## config.mk

```make
export PLATFORM = sky130hd
export DESIGN_NAME = txt_wr_arbiter
export DESIGN_NICKNAME = d
export VERILOG_FILES = /design/src/rtl/txt_wr_arbiter.sv
export SDC_FILE = /design/constraint.sdc
export NUM_CORES = 1
export LEC_CHECK = 0
export CORE_UTILIZATION = 42
export CTS_CLUSTER_DIAMETER = 120
export CTS_CLUSTER_SIZE = 28
export DETAILED_ROUTE_END_ITERATION = 7
export PLACE_DENSITY = 0.77
export SYNTH_ARGS = -nofsm -noshare
export SYNTH_HDL_FRONTEND = slang
export SYNTH_SLANG_ARGS = --single-unit
```

## constraint.sdc

```tcl
create_clock -name pixel_clock -period 1.8 [get_ports pixel_clock]
set_input_delay 0.18 -clock pixel_clock [delete_from_list [all_inputs] [get_ports pixel_clock]]
set_output_delay 0.18 -clock pixel_clock [all_outputs]
set_load 0.1 [all_outputs]
```

## src/rtl/txt_wr_arbiter.sv

```systemverilog
// txt_wr_arbiter: shares the text-screen RAM write port between two
// requesters (A: Life engine, B: status/text writer) and a full-screen fill
// engine. All outputs are registered; at most one RAM write per clock.
//
// Handshake: a requester raises req with row/col/data stable (req is its
// valid). The write is accepted on the edge where its ack rises; ack is a
// one-cycle accept pulse. A requester whose ack is currently high is not
// eligible, so a req still held in the ack cycle cannot be written twice.
// Dropping req before ack is allowed and leaves no write behind.
module txt_wr_arbiter #(
    parameter int COLS = 40,
    parameter int ROWS = 30
) (
    input  logic        pixel_clock,
    input  logic        reset,

    input  logic        a_req,
    input  logic [4:0]  a_row,
    input  logic [5:0]  a_col,
    input  logic [15:0] a_data,
    output logic        a_ack,

    input  logic        b_req,
    input  logic [4:0]  b_row,
    input  logic [5:0]  b_col,
    input  logic [15:0] b_data,
    output logic        b_ack,

    input  logic        fill_start,
    input  logic [15:0] fill_data,
    output logic        fill_busy,
    output logic        fill_done,

    output logic [12:0] wradr,
    output logic [15:0] wrdata,
    output logic        wren,

    output logic [1:0]  fsm_state
);

    localparam logic [4:0] ROW_LAST = 5'(ROWS - 1);
    localparam logic [5:0] COL_LAST = 6'(COLS - 1);
    localparam logic [4:0] ROW_LIM  = 5'(ROWS);
    localparam logic [5:0] COL_LIM  = 6'(COLS);

    typedef enum logic [1:0] {
        ST_IDLE = 2'd0,
        ST_FILL = 2'd1,
        ST_DONE = 2'd2
    } state_t;

    state_t      state, state_nx;
    logic [4:0]  row, row_nx;
    logic [5:0]  col, col_nx;
    logic [15:0] fill_word, fill_word_nx;
    logic        last_b, last_b_nx;

    logic        wren_nx;
    logic [12:0] wradr_nx;
    logic [15:0] wrdata_nx;
    logic        a_ack_nx, b_ack_nx;
    logic        busy_nx, done_nx;

    logic        a_elig, b_elig;
    logic        grant_a, grant_b;
    logic        a_in_range, b_in_range;

    assign fsm_state = state;

    // Eligibility, round-robin choice and grid bounds for each requester.
    assign a_elig     = a_req && !a_ack;
    assign b_elig     = b_req && !b_ack;
    assign grant_b    = b_elig && (!a_elig || !last_b);
    assign grant_a    = a_elig && !grant_b;
    assign a_in_range = (a_row < ROW_LIM) && (a_col < COL_LIM);
    assign b_in_range = (b_row < ROW_LIM) && (b_col < COL_LIM);

    // Next-state, fill sweep and next registered outputs.
    always_comb begin
        state_nx     = state;
        row_nx       = row;
        col_nx       = col;
        fill_word_nx = fill_word;
        last_b_nx    = last_b;
        wren_nx      = 1'b0;
        wradr_nx     = wradr;
        wrdata_nx    = wrdata;
        a_ack_nx     = 1'b0;
        b_ack_nx     = 1'b0;
        busy_nx      = 1'b0;
        done_nx      = 1'b0;

        unique case (state)
            ST_FILL: begin
                // row/col hold the cell written last; the sweep ends after (ROWS-1, COLS-1)
                if (row == ROW_LAST && col == COL_LAST) begin
                    state_nx = ST_DONE;
                    done_nx  = 1'b1;
                end else begin
                    busy_nx = 1'b1;
                    wren_nx = 1'b1;
                    if (col == COL_LAST) begin
                        col_nx = '0;
                        row_nx = row + 5'd1;
                    end else begin
                        col_nx = col + 6'd1;
                    end
                    wradr_nx  = {2'b00, row_nx, col_nx};
                    wrdata_nx = fill_word;
                end
            end

            default: begin
                // IDLE and DONE both arbitrate; DONE only differs by its done pulse
                state_nx = ST_IDLE;
                if (fill_start) begin
                    // fill wins over a same-cycle request, which stays pending
                    state_nx     = ST_FILL;
                    fill_word_nx = fill_data;
                    row_nx       = '0;
                    col_nx       = '0;
                    busy_nx      = 1'b1;
                    wren_nx      = 1'b1;
                    wradr_nx     = '0;
                    wrdata_nx    = fill_data;
                end else if (grant_a) begin
                    a_ack_nx  = 1'b1;
                    last_b_nx = 1'b0;
                    wren_nx   = a_in_range;
                    wradr_nx  = {2'b00, a_row, a_col};
                    wrdata_nx = a_data;
                end else if (grant_b) begin
                    b_ack_nx  = 1'b1;
                    last_b_nx = 1'b1;
                    wren_nx   = b_in_range;
                    wradr_nx  = {2'b00, b_row, b_col};
                    wrdata_nx = b_data;
                end
            end
        endcase
    end

    // State, fill counters, fill word and round-robin pointer.
    always_ff @(posedge pixel_clock or posedge reset) begin
        if (reset) begin
            state     <= ST_IDLE;
            row       <= '0;
            col       <= '0;
            fill_word <= '0;
            last_b    <= 1'b1;
        end else begin
            state     <= state_nx;
            row       <= row_nx;
            col       <= col_nx;
            fill_word <= fill_word_nx;
            last_b    <= last_b_nx;
        end
    end

    // Registered RAM port, acks and fill status.
    always_ff @(posedge pixel_clock or posedge reset) begin
        if (reset) begin
            wren      <= 1'b0;
            wradr     <= '0;
            wrdata    <= '0;
            a_ack     <= 1'b0;
            b_ack     <= 1'b0;
            fill_busy <= 1'b0;
            fill_done <= 1'b0;
        end else begin
            wren      <= wren_nx;
            wradr     <= wradr_nx;
            wrdata    <= wrdata_nx;
            a_ack     <= a_ack_nx;
            b_ack     <= b_ack_nx;
            fill_busy <= busy_nx;
            fill_done <= done_nx;
        end
    end

endmodule

```

Word level (Yosys, flattened, before mapping). Index checks and enable logic that the tools add are counted.

Input port bits: 75. Register bits after elaboration: 64.

Bitwise operators: 2. Reductions and logical operators: 20. Add/sub/neg operators: 2. Muxes and demuxes: 39. Equality and inequality tests: 5. Magnitude comparators: 4.

Operators with widths (count): two-way mux 16 bit (5); two-way mux 13 bit (5); two-way mux 6 bit (4); two-way mux 5 bit (4); two-way mux 1 bit (19); < comparator 6 bit (second input constant) (2); < comparator 5 bit (second input constant) (2); logical AND 1 bit (7); adder 6 x 1 -> 6 bit (second input constant) (1); == test 6 bit (second input constant) (1); AND reduction 2 bit (3); adder 5 x 1 -> 5 bit (second input constant) (1); == test 5 bit (second input constant) (1); logical NOT 1 bit (5); two-way mux 2 bit (2); inequality test 2 bit (second input constant) (2); nonzero test 2 bit (2); nonzero test 4 bit (1); AND reduction 3 bit (1); == test 2 x 1 -> 1 bit (second input constant) (1); NOT 1 bit (2); logical OR 1 bit (1).

Depth between registers and ports, before layout.
Depth after elaboration: 10. Depth in mapped cells: 8. Depth with buffers taken out: 7.

Worst setup path before layout. No wires, ideal clock.

Path type: reg2reg. Start point: reg b_ack. End point: reg wradr[0]. Path slack: -0.603 ns. Cell stages (with the launch flop): 8. Arrival: 2.320 ns. Setup time: 0.083 ns. Path buffers: 3. Path through: dfrtp_1 -> and2b_1 -> or4_1 -> buf_2 -> and2_4 -> buf_6 -> buf_6 -> a31oi_1.

Cells in the longest elaborated chain, start to end: 8.

RTL lines: start: declaration (line 27) `output logic b_ack,`; start signal: assignment (line 175) `b_ack <= b_ack_nx;`; logical NOT 1 bit * (line 72) `assign b_elig = b_req && !b_ack;`; logical AND 1 bit * (line 72); logical AND 1 bit * (line 73) `assign grant_b = b_elig && (!a_elig || !last_b);`; logical NOT 1 bit (line 74) `assign grant_a = a_elig && !grant_b;`; logical AND 1 bit (line 74); two-way mux 13 bit (line 126) `end else if (grant_a) begin`; two-way mux 13 bit (line 116) `if (fill_start) begin`; two-way mux 13 bit (line 93) `unique case (state)`; end signal: assignment (line 172) `wradr <= wradr_nx;`; end: declaration (line 34) `output logic [12:0] wradr,`.

Every way passes the cells marked *; elsewhere a longest branch is shown, timed or not. A chain may end at the register's enable or synchronous reset.

Worst setup path in the final report.
Start point: reg col[0]. End point: reg wradr[4].

Cells in the longest elaborated chain, start to end: 4.

RTL lines: start: declaration (line 54) `logic [5:0] col, col_nx;`; start signal: assignment (line 154) `col <= col_nx;`; adder 6 x 1 -> 6 bit / == test 6 bit (equally long branches) (line 106, 96, 102); two-way mux 6 bit / logical AND 1 bit (equally long branches) (line 102, 96); two-way mux 13 bit / inequality test 2 bit (equally long branches); two-way mux 13 bit / AND reduction 2 bit (equally long branches).

Parallel ways exist; a longest one is shown, timed or not. The select of a mux whose other input is x is not followed.

==> flow_summary.ini <==
[timing]
drv_slew = 0
max_freq_ghz = 0.551
setup_tns_ps = -32.3
post-route-period-util = 1.01
skew_ps = 10.0
finalWorstSetupSlack_ps = -14.6
period_minus_slack_ps = 1810
finalSetupViolations = 3
whs_ps = 127
rsz0062_at_grt = true
hold_violations = 0

[clock_tree]
cts_buffers = 9
cts_tree = yes
clock_latency_ps = 340
cts_root_buf = clkbuf_8
cts.sink_count = 62
clock_path_buffers = 2
hold_buffers = 0
path_clk_slew_ps = 80
h-tree-depth = 3

[pwr]
p_leak_nw = 2.16
ir_drop_mv = 0.423
power.density_mw_per_mm2 = 1100

[global_routing]
grt_pass1_wl_um = 16500
grt_max_degree = 33
met3_usage = 0.0373
use_met2 = 0.415
grt-ovfl-total = 0
grt_pass1_vias = 3333
antenna_found_initial = 0
grt_util_met1 = 0.328
grt_use_total = 0.253
grt_busiest_layer = met2

[logic_synthesis]
yosysUniqueCellTypes = 47
synthArstFlopShare = 1.00
ys.flop_type = dfrtp_1
synth_seq_cells = 62
synth-edff-count = 0
yosysTopAreaCellShare = 0.452
synth.most_common_cell = dfrtp_1
yosys_warnings = 0
synth_area_leaders = dfrtp_1 45%, o21ai_0 5.9%, a21o_1 5.6%
synth_area_leader_cell = dfrtp_1
synth.avg_cell_area_um2 = 9.42
synth_common_cells = 61 x dfrtp_1, 40 x o21ai_0, 30 x a21oi_1, 30 x a31oi_1, 30 x nand3_1
ys_seq_area_frac = 0.459
syn-instance-count = 359
netlist_area_mm2 = 0.00338

[place]
placed_area_mm2 = 0.00480
portBuffers = 108
place_congestion = 0.849
dp.cells = 574
dpl.hpwl_um = 7730
place_ws_ps = -112

[routing]
vias = 3457
wl_per_cell_um = 18.0
dr.pass1.iters = 4
viasPerCell = 5.84
drt_wl_total_um = 10700
drt_iter0_drc = 245
drt.antenna.violating_nets = 0
drc = 0

[layout]
diodes = 0
drive_above_1_share = 0.294
syn2layout_area_growth_pct = 54.7
nets = 563
stdcell_count = 592
fin_area_mm2 = 0.00523

[floorplanning]
core_area_mm2 = 0.00777
ios = 111
die_w_um = 91.7
rows = 32
start_util = 0.435
die_area_mm2 = 0.00841
die_h_um = 91.7

[worst_setup_path]
endpoint_kind = flop
worstPathArrival_ps = 2020
critPathLaunchType = flop
crit_type = flop to flop
cp_max_fo = 11
cp.required_ps = 2010

[worst_hold_path]
hp-class = input port to asynchronous set/reset pin

[flow_run]
drv_cap = 0

[status]
violations = negative setup slack
status = finished with violations
==> per-stage QoR <==
step | power, mW | util
floorplan | 3.38 | -
global placement | 4.12 | 0.618
detailed placement | 4.18 | 0.618
CTS | 5.69 | 0.650
global route | 5.97 | 0.673
finish | 5.75 | 0.673
==> power by group <==
group / total [mW] / switching (mW) / internal [mW]
registers: 1.83 / 0.179 / 1.65
clock network: 1.51 / 0.581 / 0.927
logic: 2.41 / 1.57 / 0.844
total: 5.75 / 2.33 / 3.42
==> path summary, 6_finish.rpt <==
kind	startpoint	endpoint	slack, ps	cells after the start
min in group pixel_clock	a_col[0]	wradr[0]	440	3
max in group asynchronous	reset	last_b	1160	3
setup reg to reg	col[0]	wradr[4]	-10	6
setup / recovery	col[0]	wradr[4]	-10	6
hold / removal	reset	row[0]	130	2
hold reg to reg	fill_word[0]	fill_word[0]	510	1
==> cells by family after synthesis <==
kind of cell	share of synthesized area
AOI/OAI and AO/OA	0.281
DFF	0.459
xor gates and xnor gates	0.00777
adders and majority gates	0.0111
and+or+nand+nor	0.128
muxes	0.0563
buffers and inverters	0.0555
other	0.00111
==> timing repair <==
item | 4_1_cts | 5_1_grt
pin swaps | 2 | 0
endpoints found under the setup margin | 24 | 31
setup buffers | 1 | 1
gates resized for setup | 0 | 24
==> layout make-up <==
| class | instances | area (um2) |
|---|---|---|
| clock buffer | 9 | 124 |
| clock inverter | 7 | 121 |
| fill | 599 | 2540 |
| inverter | 4 | 15.0 |
| multi-input combinational | 258 | 1850 |
| sequential | 62 | 1560 |
| tap | 102 | 128 |
| timing repair buffer | 150 | 1440 |
==> cell usage in the layout (no fill, tap or decap), types with 9 or more instances in the layout <==
master           Yosys  routed
clkdlybuf4s50_1      0      74
buf_4                2      66
dfrtp_1             61      57
o21ai_0             40      40
nand3_1             30      30
a21o_1              25      25
a21oi_1             30      24
a31oi_1             30      18
a22oi_1             16      16
mux2_2              16      16
buf_12               0      10
clkbuf_8             0       9
==> sequential cells by signal, summed over array words and instances (netlist names) <==
signal,flops
fill_busy,1
last_b,1
row,5
col,6
wradr,11
wren,1
fsm_state,2
wrdata,16
fill_done,1
a_ack,1
fill_word,16
b_ack,1
==> worst max-delay path, cell delays in order (launching register included) <==
cell and delay, ps:
dfrtp_1 360, ha_1 190, nand3b_1 120, or4_4 550
buf_4 210, a21oi_1 180, a31oi_1 70
==> metal layers <==
metal  vias up  routed length, um  share of wire
met1      1687               4550           0.43
met5         -                  0              0
met2       150               5250           0.49
met3        21                616          0.058
met4         0                267          0.025
li1       1599                  -              -
Power figures use the tool's default switching activity.
